### config.mk
export PLATFORM = sky130hd
export DESIGN_NAME = rr_arb_mux
export DESIGN_NICKNAME = d
export VERILOG_FILES = /design/src/rtl/rr_arb_mux_pkg.sv /design/src/rtl/rr_arbiter.sv /design/src/rtl/rr_arb_mux.sv
export SDC_FILE = /design/constraint.sdc
export NUM_CORES = 1
export LEC_CHECK = 0
export CORE_AREA = 2 2 107 109
export CTS_CLUSTER_SIZE = 24
export DETAILED_ROUTE_END_ITERATION = 10
export DIE_AREA = 0 0 109 111
export PLACE_DENSITY = 0.65
export SLEW_MARGIN = 30
export SYNTH_ARGS = -nofsm -noshare
export SYNTH_HDL_FRONTEND = slang
export SYNTH_SLANG_ARGS = --single-unit
### constraint.sdc
create_clock -name clk -period 9.35 [get_ports clk]
set_input_delay 1.87 -clock clk [delete_from_list [all_inputs] [get_ports clk]]
set_output_delay 1.87 -clock clk [all_outputs]
set_load 0.02 [all_outputs]
### src/rtl/rr_arb_mux_pkg.sv
// Shared definitions for the round-robin arbitrating mux: arbitration modes and
// a helper for the channel-index width.
package rr_arb_mux_pkg;

    localparam int unsigned MODE_FIXED = 0;
    localparam int unsigned MODE_RR    = 1;

    function automatic int unsigned sel_width(int unsigned n);
        return (n > 1) ? $clog2(n) : 1;
    endfunction

endpackage

### src/rtl/rr_arbiter.sv
// Combinational one-hot arbiter: fixed priority (lowest index wins) or round
// robin from a rotating pointer that moves past the last granted channel.
module rr_arbiter
    import rr_arb_mux_pkg::*;
#(
    parameter int unsigned NCH  = 4,
    parameter int unsigned MODE = MODE_RR
) (
    input  logic           clk,
    input  logic           rstn,
    input  logic [NCH-1:0] req,
    input  logic           advance,
    output logic [NCH-1:0] grant
);

    localparam int unsigned SW = sel_width(NCH);

    logic [SW-1:0] ptr_q, ptr_d;
    logic [SW-1:0] start;
    logic [SW-1:0] idx;
    logic [SW-1:0] gnt_idx;

    assign start = (MODE == MODE_RR) ? ptr_q : '0;

    // Scan upward from start, wrapping at NCH-1; the first requester wins.
    always_comb begin
        grant = '0;
        idx   = '0;
        for (int unsigned i = 0; i < NCH; i++) begin
            idx = SW'((32'(start) + i) % NCH);
            if (grant == '0 && req[idx]) begin
                grant[idx] = 1'b1;
            end
        end
    end

    always_comb begin
        gnt_idx = '0;
        for (int unsigned i = 0; i < NCH; i++) begin
            if (grant[i]) begin
                gnt_idx = SW'(i);
            end
        end
    end

    always_comb begin
        ptr_d = ptr_q;
        if (MODE == MODE_RR && advance && |grant) begin
            ptr_d = (gnt_idx == SW'(NCH - 1)) ? '0 : gnt_idx + 1'b1;
        end
    end

    always_ff @(posedge clk or negedge rstn) begin
        if (!rstn) begin
            ptr_q <= '0;
        end else begin
            ptr_q <= ptr_d;
        end
    end

endmodule

### src/rtl/rr_arb_mux.sv
// N-to-1 arbitrating mux with a single registered output stage; the arbiter
// decides the winner and this level only selects and registers its word.
module rr_arb_mux
    import rr_arb_mux_pkg::*;
#(
    parameter int unsigned WIDTH = 32,
    parameter int unsigned NCH   = 4,
    parameter int unsigned MODE  = MODE_RR
) (
    input  logic                      clk,
    input  logic                      rstn,
    input  logic                      flush,
    input  logic [NCH-1:0]            in_valid,
    input  logic [NCH*WIDTH-1:0]      in_data,
    output logic [NCH-1:0]            in_ready,
    output logic                      out_valid,
    output logic [WIDTH-1:0]          out_data,
    output logic [sel_width(NCH)-1:0] out_sel,
    input  logic                      out_ready
);

    localparam int unsigned SW = sel_width(NCH);

    logic [NCH-1:0]   grant;
    logic             load;
    logic [WIDTH-1:0] sel_data;
    logic [SW-1:0]    sel_idx;
    logic             out_valid_q;
    logic [WIDTH-1:0] out_data_q;
    logic [SW-1:0]    out_sel_q;

    // Register can take a word when empty or draining this cycle; flush blocks it.
    assign load     = (~out_valid_q | out_ready) & ~flush;
    assign in_ready = grant & {NCH{load}};

    rr_arbiter #(
        .NCH  (NCH),
        .MODE (MODE)
    ) u_arb (
        .clk     (clk),
        .rstn    (rstn),
        .req     (in_valid),
        .advance (load),
        .grant   (grant)
    );

    always_comb begin
        sel_data = '0;
        sel_idx  = '0;
        for (int unsigned i = 0; i < NCH; i++) begin
            if (grant[i]) begin
                sel_data = in_data[i*WIDTH +: WIDTH];
                sel_idx  = SW'(i);
            end
        end
    end

    always_ff @(posedge clk or negedge rstn) begin
        if (!rstn) begin
            out_valid_q <= 1'b0;
            out_data_q  <= '0;
            out_sel_q   <= '0;
        end else if (flush) begin
            out_valid_q <= 1'b0;
        end else if (load) begin
            if (|grant) begin
                out_valid_q <= 1'b1;
                out_data_q  <= sel_data;
                out_sel_q   <= sel_idx;
            end else begin
                out_valid_q <= 1'b0;
            end
        end
    end

    assign out_valid = out_valid_q;
    assign out_data  = out_data_q;
    assign out_sel   = out_sel_q;

endmodule

Word-level counts from Yosys, hierarchy flattened
Cells that the tools add are included.
{"block": "classes", "addsub": 4, "magnitude_cmp": 8, "n_eq_ne": 1, "n_mux": 31, "bitwise": 8, "n_reduce_logical": 14}
{"op": "$mux 32", "n": 4}
{"op": "$mux 4", "n": 4}
{"op": "$logic_not 4->1", "n": 3}
{"op": "$lt 2x3->1 const B", "n": 4}
{"op": "$mux 1", "n": 12}
{"op": "$or 4x4->4", "n": 3}
{"op": "$bmux 1 s2", "n": 4}
{"op": "$demux 1 s2", "n": 4}
{"op": "$ge 2x1->1 const B", "n": 4}
{"op": "$logic_and 1x1->1", "n": 8}
{"op": "$mux 2", "n": 3}
{"op": "$add 2x1->2 const B", "n": 2}
{"op": "$add 2x2->2 const B", "n": 2}
{"op": "$and 4x4->4", "n": 1}
{"op": "$reduce_or 4->1", "n": 1}
{"op": "$reduce_and 3->1", "n": 1}
{"op": "$eq 2x2->1 const B", "n": 1}
{"op": "$not 1->1", "n": 2}
{"op": "$reduce_bool 2->1", "n": 1}
{"op": "$and 1x1->1", "n": 1}
{"op": "$or 1x1->1", "n": 1}
{"block": "word_totals", "register_bits": 37, "input_bits": 136, "output_inout_bits": 39, "word_cells": 70}

Depth between registers and ports, before layout
{"block": "depth", "word_depth": 19, "depth_mapped": 13, "mapped_depth_nobuf": 11}

Modules after synthesis
From an unflattened synthesis, not the netlist that was laid out.
{"block": "hier_totals", "cells_unflattened": 382, "area_unflattened_um2": 3261.9}
{"module": "rr_arb_mux", "instances": 1, "cells_per_inst": 317, "area_each_um2": 2551.2, "seq_area_each_um2": 875.8}
{"module": "rr_arbiter", "instances": 1, "cells_per_inst": 65, "area_each_um2": 710.7, "seq_area_each_um2": 50.0}

Worst setup path after synthesis
OpenSTA, ideal clock, no wires.
{"block": "synth_path", "kind": "input-to-output", "start": "input in_valid[2]", "end": "output in_ready[2]", "arrival_ns": 3.865, "required_time_ns": 7.480, "path_slack_ns": 3.615, "path_stages": 8, "path_buffers": 2, "cell_sequence": "mux4_2 a21boi_2 a2111oi_2 a211oi_1 a31oi_1 buf_2 buf_1 nor2_1"}
{"block": "synth_via", "elab_chain_len": 13, "word_cells_on_any_way": 22, "classes_between": "mux: 12; bitwise: 4; reduce/logical: 6"}
{"element": "start: declaration", "line": "rr_arb_mux.sv:13", "source": "input logic [NCH-1:0] in_valid,"}
{"element": "$bmux 1 s2", "line": "rr_arbiter.sv:31", "source": "if (grant == '0 && req[idx]) begin"}
{"element": "$mux 1 (not written as such)", "line": "rr_arbiter.sv:31"}
{"element": "$mux 4", "line": "rr_arbiter.sv:31"}
{"element": "$logic_not 4->1", "line": "rr_arbiter.sv:31"}
{"element": "$logic_and 1x1->1", "line": "rr_arbiter.sv:31"}
{"element": "$mux 4", "line": "rr_arbiter.sv:31"}
{"element": "$logic_not 4->1", "line": "rr_arbiter.sv:31"}
{"element": "$logic_and 1x1->1", "line": "rr_arbiter.sv:31"}
{"element": "$mux 4", "line": "rr_arbiter.sv:31"}
{"element": "$logic_not 4->1", "line": "rr_arbiter.sv:31"}
{"element": "$logic_and 1x1->1", "line": "rr_arbiter.sv:31"}
{"element": "$mux 4 *", "line": "rr_arbiter.sv:31"}
{"element": "$and 4x4->4 *", "line": "rr_arb_mux.sv:34", "source": "assign in_ready = grant & {NCH{load}};"}
{"element": "end: declaration", "line": "rr_arb_mux.sv:15", "source": "output logic [NCH-1:0] in_ready,"}
Every way passes the cells marked *; elsewhere a longest branch is shown, timed or not. The select of a mux whose other input is x is not followed.

Worst setup path in the final report
{"block": "layout_path", "start": "input in_valid[3]", "end": "output in_ready[3]"}
The elaborated chain is that of the path after synthesis.

==> flow_summary.toml <==
[setup_path]
r2r_end = "u_arb.ptr_q[1]$_DFFE_PN0P_"
r2r_cells = 13
r2r_start = "u_arb.ptr_q[0]$_DFFE_PN0P_"
required_ns = 7.48
r2r_slack_ns = 4.32
path_max_fanout = 22
startpoint_type = "primary input"
critPathLaunch = "in_valid[3]"
endpoint = "in_ready[3]"
critPathKind = "in -> out"
crit_path_end_kind = "output pin"
critPathArrivalTime_ns = 5.39

[placement]
pre_cts_ws_ns = 2.17
placed_cells = 655
post-dp-hpwl_um = 8770
postPlaceCellArea_mm2 = 0.00505
io_buffers = 174
place.gp.congestion = 0.859

[yosys]
synth-compound-area-share_pct = 37.0
syn-instance-count = 365
synth-edff-count = 0
synth-xor-area-share_pct = 0
ys_warn_count = 0
ys_seq_elements = 37
yosys.area_share.simple_pct = 19.3
synth_ff_type = "dfrtp_1"
synth_top_family_by_area = "compound AO/OA/AOI/OAI gates"
syn-num-nets = 510
synthMuxAreaShare_pct = 5.48
avgSynthCellArea_um2 = 8.75
yosysUniqueCellTypes = 44
netlist_area_mm2 = 0.00320
synth_fa_ha_area_share_pct = 3.52
synth-async-reset-ratio_pct = 100
seq_area_frac_synth_pct = 29.0

[timing]
fin_crit_sh_pct = 77.7
fin_hold_ws_ns = 0.476
finalMaxSlewViolations = 0
fin_ws_ns = 2.09
setup_tns_ns = 0
fin_crit_ns = 7.26
relSlewSlack_pct = 47.7
rsz0062_at_grt = "false"
setup_viol = 0
hold_viol_final = 0
skew_ns = 0.00518
tightestPinTransition_ns = 0.784
fmax_mhz = 138

[cts]
cts_tree = "yes"
cts_buffers = 5
ctsHoldBuffers = 0
cts_setup_buffers = 0
clk_pin_slew_ns = 0.06
cts.repair.resized = 0
clk_path_buf_depth = 2
worst_skew_pair.late_latency_ns = 0.29
htreeDepth = 2
cts.sinks = 37
cts_root_buffer = "clkbuf_16"

[floorplan]
ios = 175
start_util_pct = 28.8
fp.dieH_um = 111
row_count = 39
die_x_um = 109
coreArea_mm2 = 0.0111
die-area_mm2 = 0.0121

[global_route]
antenna_found_initial = 0
first_global_vias = 3801
overflow = 0
grt_pass1_wl_um = 18900
track_usage_pct = 19.7
grt_max_degree = 65

[detailed_routing]
num_vias = 3611
routedWlPerCell_um = 18.0
dr.first_iter.drc_count = 207
post_drt_via_cell_ratio = 5.45
drt_pass1_iterations = 5
drc = 0
drtAntennaViolNets = 0
drt_wl_total_um = 11900

[finish]
fin_area_mm2 = 0.00521
drive_gt1_share_pct = 6.73
nFillCells = 1033
diodes = 0
area_delta_synth_final_pct = 63.0
fin_cells = 663
nets = 664

[power_and_ir_drop]
power.leakage_nw = 2.03
powerDensity_mw_per_mm2 = 400
vdd_drop_max_mv = 0.181

[flow_run]
timing.max_cap.violations = 0

[hold_path]
hold_class = "reg -> reg"

[run_status]
outcome = "finished clean"
[critical path, cell delays in order]
cell and delay (ns):
clkdlybuf4s50_1 0.50, mux4_2 0.59, a21bo_2 0.23, o21ai_0 0.25, a41o_1 0.56, buf_4 0.40
nor2_1 0.16, a31oi_4 0.18, nor2_1 0.09, clkdlybuf4s50_1 0.55
[Yosys cell counts, types with 2 or more instances]
cell type  instances  area share [%]
a211oi_1           3            0.70
mux4_2             4             2.8
inv_1              8            0.94
o31ai_1           34             8.0
a31o_2             3            0.82
a31oi_1            3            0.59
o2111a_1          32              11
nand2_1           39             4.6
a211o_1            3            0.82
nand3_1            2            0.31
a2111oi_0         33             9.0
nor2_1            43             5.1
nor2b_1           32             6.3
a21oi_1            3            0.47
nor3_1             2            0.31
buf_2              9             1.4
clkbuf_1          23             2.7
o22ai_1            2            0.39
mux2_2             2            0.70
o21ai_0            4            0.63
mux2_1             2            0.70
dfrtp_1           37              29
mux2i_1            4             1.3
ha_1               9             3.5
nand2b_1          10             2.0
[layout make-up]
| class | count | area, um2 | area share [%] |
|---|---|---|---|
| timing repair buffer | 182 | 1800 | 34.6 |
| clock buffer | 6 | 139 | 2.67 |
| sequential | 37 | 926 | 17.8 |
| clock inverter | 2 | 13.8 | 0.264 |
| tap | 143 | 179 | 3.44 |
| inverter | 8 | 30.0 | 0.577 |
| multi-input combinational | 285 | 2120 | 40.7 |
[per-stage QoR]
| step | utilization, % | total power [mW] |
|---|---|---|
| 6_report | 47.0 | 2.09 |
| 5_1_grt | 47.0 | 2.27 |
| 4_1_cts | 47.0 | 2.09 |
| 3_5_place_dp | 45.6 | 1.90 |
| 3_3_place_gp | 45.6 | 1.88 |
| 2_1_floorplan | - | 1.39 |
[power by group]
group	total [mW]	switching, mW	internal (mW)
clock network	0.176	0.0702	0.106
logic	1.61	0.976	0.630
registers	0.303	0.0574	0.245
total	2.09	1.10	0.981
[routing by layer]
layer	wire (um)	up-vias	share of wire (%)	track usage, %
li1	-	1726	-	-
met1	4960	1715	42	24.2
met2	5920	155	50	33.5
met3	846	15	7.1	5.00
met4	205	0	1.7	5.90
met5	0	-	0	0
[registers in the layout, indices dropped and copies added, names as in the netlist]
| register | cells |
|---|---|
| out_valid | 1 |
| out_sel | 2 |
| u_arb.ptr_q | 2 |
| out_data | 32 |
[kinds of logic (layout without fill, tap and decap cells)]
group	count (synthesis)	after routing
compound gates	132	132
simple gates	132	132
buf+inv	43	198
flops	37	37
mux	12	12
fa+ha+maj	9	9
[cells in the final DEF, fill, tap and decap left out, types with 3 or more instances in the layout]
cell	count
dfrtp_1	37
o21ai_0	4
mux2i_1	4
nor2b_1	32
a31o_2	3
clkbuf_16	5
a211o_1	3
o31ai_1	34
o2111a_1	32
clkdlybuf4s50_1	173
nand2b_1	10
mux4_2	4
a21oi_1	3
a2111oi_0	33
ha_1	9
buf_4	9
nor2_1	41
a211oi_1	3
nand2_1	39
inv_1	8
[worst min path at each step]
stage / from / to / cells after the start
floorplan: out_data[14]$_DFFE_PN0P_ / out_data[14]$_DFFE_PN0P_ / 2
global placement: out_data[24]$_DFFE_PN0P_ / out_data[24]$_DFFE_PN0P_ / 2
detailed placement: out_data[22]$_DFFE_PN0P_ / out_data[22]$_DFFE_PN0P_ / 2
CTS: out_data[22]$_DFFE_PN0P_ / out_data[22]$_DFFE_PN0P_ / 2
global route: out_data[18]$_DFFE_PN0P_ / out_data[18]$_DFFE_PN0P_ / 2
finish: out_data[23]$_DFFE_PN0P_ / out_data[23]$_DFFE_PN0P_ / 2
Note: power is estimated with default switching activity, not from simulation.
==> RTL change 1, RTL diff (same flow settings) <==
Make the reset (`rstn`) synchronous in 2 clocked blocks.
--- a/src/rtl/rr_arbiter.sv
+++ b/src/rtl/rr_arbiter.sv
@@ -50,7 +50,7 @@
         end
     end
 
-    always_ff @(posedge clk or negedge rstn) begin
+    always_ff @(posedge clk) begin
         if (!rstn) begin
             ptr_q <= '0;
         end else begin
--- a/src/rtl/rr_arb_mux.sv
+++ b/src/rtl/rr_arb_mux.sv
@@ -55,7 +55,7 @@
         end
     end
 
-    always_ff @(posedge clk or negedge rstn) begin
+    always_ff @(posedge clk) begin
         if (!rstn) begin
             out_valid_q <= 1'b0;
             out_data_q  <= '0;
Behaviour: differs if rstn is asserted again (counterexample within 4 cycles, from zero or initial values and one cycle with rstn low); with rstn held inactive, the same outputs for 4 cycles.
==> RTL change 1 against the original RTL <==
Wire length up 10%. Sequential cell count is the same. Synthesized area increased by 14%. Register-to-register slack better by 0.54 ns. Final area up 7.6%. Setup slack improved by 0.0014 ns. Via count grew 14%. Utilization increased by 3.6 points. Total power barely moved. Non-clock buffer count up 3. Largest cell class unchanged.
==> RTL change 1: results (changes against the original RTL) <==
primary flip-flop cell chosen by synthesis mapping dfxtp_1; Tot GR Track Use 21.4% (+1.7 points); reg-to-reg setup timing slack 4.86 ns (+0.54 ns); top area cells in the synthesized netlist dfxtp_1 20%, a2111oi_2 12%, a22o_1 7.7%; weighted congestion at the end of routability-driven global placement 0.906 (+5.4%); run status finished, final reports clean; delay of the slowest cell on the worst path 0.65 ns (+0.06 ns); final-stage net count 695 (+4.7%); detail-routed net length per standard cell 19.0 um (+5.3%); Final Hold Slack 0.464 ns (-0.0121 ns); Worst Hold Launch out_data[30]; worst reg-to-reg path cell count 11 (-2); largest driver fanout on the critical path 18 (-18%); termination of the worst setup path in_ready[1]; share of async-settable or async-resettable flops after synthesis 0% (-100 points); fill cell instance count of the final layout 1016 (-1.6%); actual transition at the worst max-transition pin 0.945 ns (+0.161 ns); DP HPWL 9.34 mm (+6.5%); most numerous cell types in the synthesized netlist 37 x dfxtp_1, 36 x o21ai_0, 34 x o31ai_1; fraction of final layout cells sized beyond drive strength 1 13.0% (+6.3 points); global-route wire length before repair 20.9 mm (+10%); library cells used by synthesis 61 (+39%); Int Pwr 1.09 mW (+11%); vias after detailed routing 4115 (+14%); end of the worst register-to-register path out_data[24]; number of nets in the synthesized netlist 550 (+7.8%); reg2reg start u_arb.ptr_q[0]; portion of the post-synthesis area used by sequential elements 20.3% (-8.7 points)
RTL change 1: cell count changes after synthesis, sizes merged, moves of 29 or more:
cell	before	now
dfrtp	37	0
dfxtp	0	37
o21ai	4	40
nor2	43	8
o2111a	32	0
a22o	1	32
nor3b	0	31
nand3	2	32
nor2b	32	3
RTL change 1: final cells by class:
cell class	instances	area share (%)
Clock inverter	2	0.625
Sequential cell	37	13.2
Timing Repair Buffer	185	32.9
Tap cell	143	3.19
Clock buffer	5	2.23
Multi-Input combinational cell	316	47.4
Inverter	7	0.469
RTL change 1: worst min path at each step:
stage | depth (start not counted) | end
final | 2 | out_data[30]
after detailed placement | 2 | out_data[12]
after global placement | 2 | out_sel[1]
after CTS | 2 | out_data[12]
after floorplan | 2 | u_arb.ptr_q[1]
after global routing | 2 | out_data[1]
RTL change 1: cell families (layout without fill, tap and decap cells):
kind of cell / after synthesis / in the layout / share of synthesized area [%]
flip-flops: 37 / 37 / 20.3
AND/OR/NAND/NOR: 106 / 106 / 18.2
adder cells (fa/ha/maj): 7 / 7 / 2.40
AO/OA/AOI/OAI: 197 / 197 / 48.5
multiplexers: 6 / 6 / 3.01
buffers and inverters: 54 / 199 / 7.63
RTL change 1: worst reg2reg max path, delay by kind of cell, from the launching register on:
family,cells,cell delay (ns)
AOI/OAI and AO/OA,5,1.77
adders and majority gates,1,0.37
buffers and inverters,3,0.92
DFF,1,0.61
and+or+nand+nor,2,0.71
RTL change 1: through the flow:
step / power, mW / util (%) / worst slack (ns) / instances / area [um2]
2_1_floorplan: 1.43 / - / 3.69 / 407 / 3650
3_3_place_gp: 1.83 / 48.8 / 2.19 / 686 / 5410
6_report: 2.09 / 50.6 / 2.09 / 695 / 5610
3_5_place_dp: 1.86 / 48.9 / 2.11 / 687 / 5420
4_1_cts: 2.07 / 50.3 / 2.10 / 694 / 5580
5_1_grt: 2.24 / 50.6 / 1.95 / 695 / 5610
RTL change 1: power by group through the flow:
stage | Clock (mW) | Sequential (mW) | Combinational (mW)
final | 0.195 | 0.286 | 1.61
after global routing | 0.206 | 0.297 | 1.73
after CTS | 0.199 | 0.286 | 1.58
after detailed placement | 0 | 0.289 | 1.57
after global placement | 0 | 0.287 | 1.55
after floorplan | 0 | 0.377 | 1.06
RTL change 1: layer usage:
layer	vias to the layer above	GRT usage (%)	share of wire [%]
met4	0	4.87	1.3
met1	1984	27.8	43
met2	169	36.1	49
met5	-	0	0
li1	1950	-	-
met3	12	4.12	6.7
==> RTL change 2, RTL diff (same settings) <==
Made on the original files. Change the parameter `WIDTH` from 32 to 28.
--- a/src/rtl/rr_arb_mux.sv
+++ b/src/rtl/rr_arb_mux.sv
@@ -3,7 +3,7 @@
 module rr_arb_mux
     import rr_arb_mux_pkg::*;
 #(
-    parameter int unsigned WIDTH = 32,
+    parameter int unsigned WIDTH = 28,
     parameter int unsigned NCH   = 4,
     parameter int unsigned MODE  = MODE_RR
 ) (
Ports: changed (resized in_data and out_data); port bits go from 175 to 155. No check against the original RTL was run, so the function may have changed too.
==> RTL change 2 against the original RTL <==
Total power shrank 5.1%. Die area is the same. Synthesized area shrank 17%. Setup slack gained 0.61 ns. Final area shrank 14%. Synthesized cell count shrank 7.1%. Sequential cell count shrank 4. Wire length shrank 23%. Largest cell class unchanged. Highest routed layer unchanged.
==> RTL change 2: results (changes against the original RTL) <==
run status finished, final reports clean; clk_lat worst skew 0.27 ns (-0.02 ns); fraction of final layout cells sized beyond drive strength 1 5.85% (-0.89 points); global-route met1 utilization 18.5% (-5.7 points); Antenna diodes 0 (unchanged); First DRT Iteration DRCs 212 (+2.4%); GR Layer Usage met2 27.3% (-6.2 points); Tot GR Track Use 15.3% (-4.3 points); Combinational Power Share 75.3% (-1.7 points); critical path startpoint in_valid[2]; wire length on met1 3.89 mm (-22%); overall routed net length 9.25 mm (-23%); warning count from the yosys run 0 (unchanged); reg-to-reg setup timing slack 5.15 ns (+0.83 ns); number of nets in the synthesized netlist 468 (-8.2%); global-route wire length before repair 15.0 mm (-21%); vias in the first global route 3119 (-18%); buffers inserted by post-CTS timing repair 0 (unchanged); compound-gate portion of the synthesized area 32.9% (-4.1 points); most numerous cell types in the synthesized netlist 66 x nand2_1, 58 x nor2_1, 33 x dfrtp_1; final-stage net count 607 (-8.6%); termination of the worst setup path in_ready[3]; Syn Inst Count 339 (-7.1%); Max rail drop VDD 0.319 mV (+76%); DP HPWL 6.81 mm (-22%); Post-Place Cell Area 4310 um2 (-15%); worst reg-to-reg path cell count 10 (-3); leakage component of the power 1.67 nW (-18%); number of clock buffers inserted by TritonCTS 5 (unchanged); drt first pass iters 4 (-1); portion of netlist area occupied by mux cells 2.54% (-2.9 points); number of cells traversed by the worst hold path 1 (-1); global routing met3 resource utilization 3.82% (-1.2 points); CP Data Arrival Time 4.79 ns (-0.60 ns); routed length on met2 4.71 mm (-20%); skew final 0.00202 ns (-0.00316 ns); portion of the post-synthesis area used by sequential elements 31.0% (+2.0 points); library cells used by synthesis 48 (+9.1%); detail-routed net length per standard cell 14.9 um (-17%); number of instances resized during post-cts repair 0 (unchanged); largest driver fanout on the critical path 6 (-73%); Int Pwr 1.01 mW (+2.8%); buffers from clock root to sink, at most 2 (unchanged); largest net degree at the start of global routing 63 (-3.1%); number of vias per cell 4.92 (-9.6%); end of the worst register-to-register path out_sel[1]; metal3 WL 577 um (-32%); adder and majority cell fraction of the synthesized area 4.23% (+0.70 points); type of the worst min-delay path reg -> reg; max FFs per register 28 (-13%); top area cells in the synthesized netlist dfrtp_1 31%, a311o_1 11%, nand2_1 9.3%; normalized max-slew margin 47.3% (-0.46 points); weighted congestion at the end of routability-driven global placement 0.952 (+11%); share of async-settable or async-resettable flops after synthesis 100% (unchanged); fill cell instance count of the final layout 1163 (+13%); number of I/O port buffers 154 (-11%); Root Buffer Master clkbuf_16; primary flip-flop cell chosen by synthesis mapping dfrtp_1; switching power 0.971 mW (-12%); Clk. pwr 0.214 mW (+22%)
==> RTL change 2: worst max-delay path, cell delays in order <==
cell             delay, ns
clkdlybuf4s50_1       0.48
mux4_2                0.55
a21boi_2              0.21
a22oi_1               0.21
o21ai_1               0.22
o41ai_4               0.41
nor2b_1               0.21
clkdlybuf4s50_1       0.62
==> RTL change 2: area by class of cell <==
type	count	area [um2]	share of cell area (%)
clock buffers	5	125	2.78
clock inverters	3	65.1	1.45
inverters	4	15.0	0.334
flip-flops and latches	33	826	18.4
multi-input cells	275	1710	38.1
well taps	143	179	3.98
repair buffers	159	1570	35.0
==> RTL change 2: worst min-delay path by stage <==
stage | startpoint | end | slack (ns)
floorplan | out_sel[0] | out_sel[0] | 0.61
global placement | out_sel[0] | out_sel[0] | 0.50
detailed placement | out_sel[0] | out_sel[0] | 0.50
CTS | out_sel[0] | out_sel[0] | 0.52
global route | out_sel[0] | out_sel[0] | 0.53
finish | out_sel[0] | out_sel[0] | 0.51
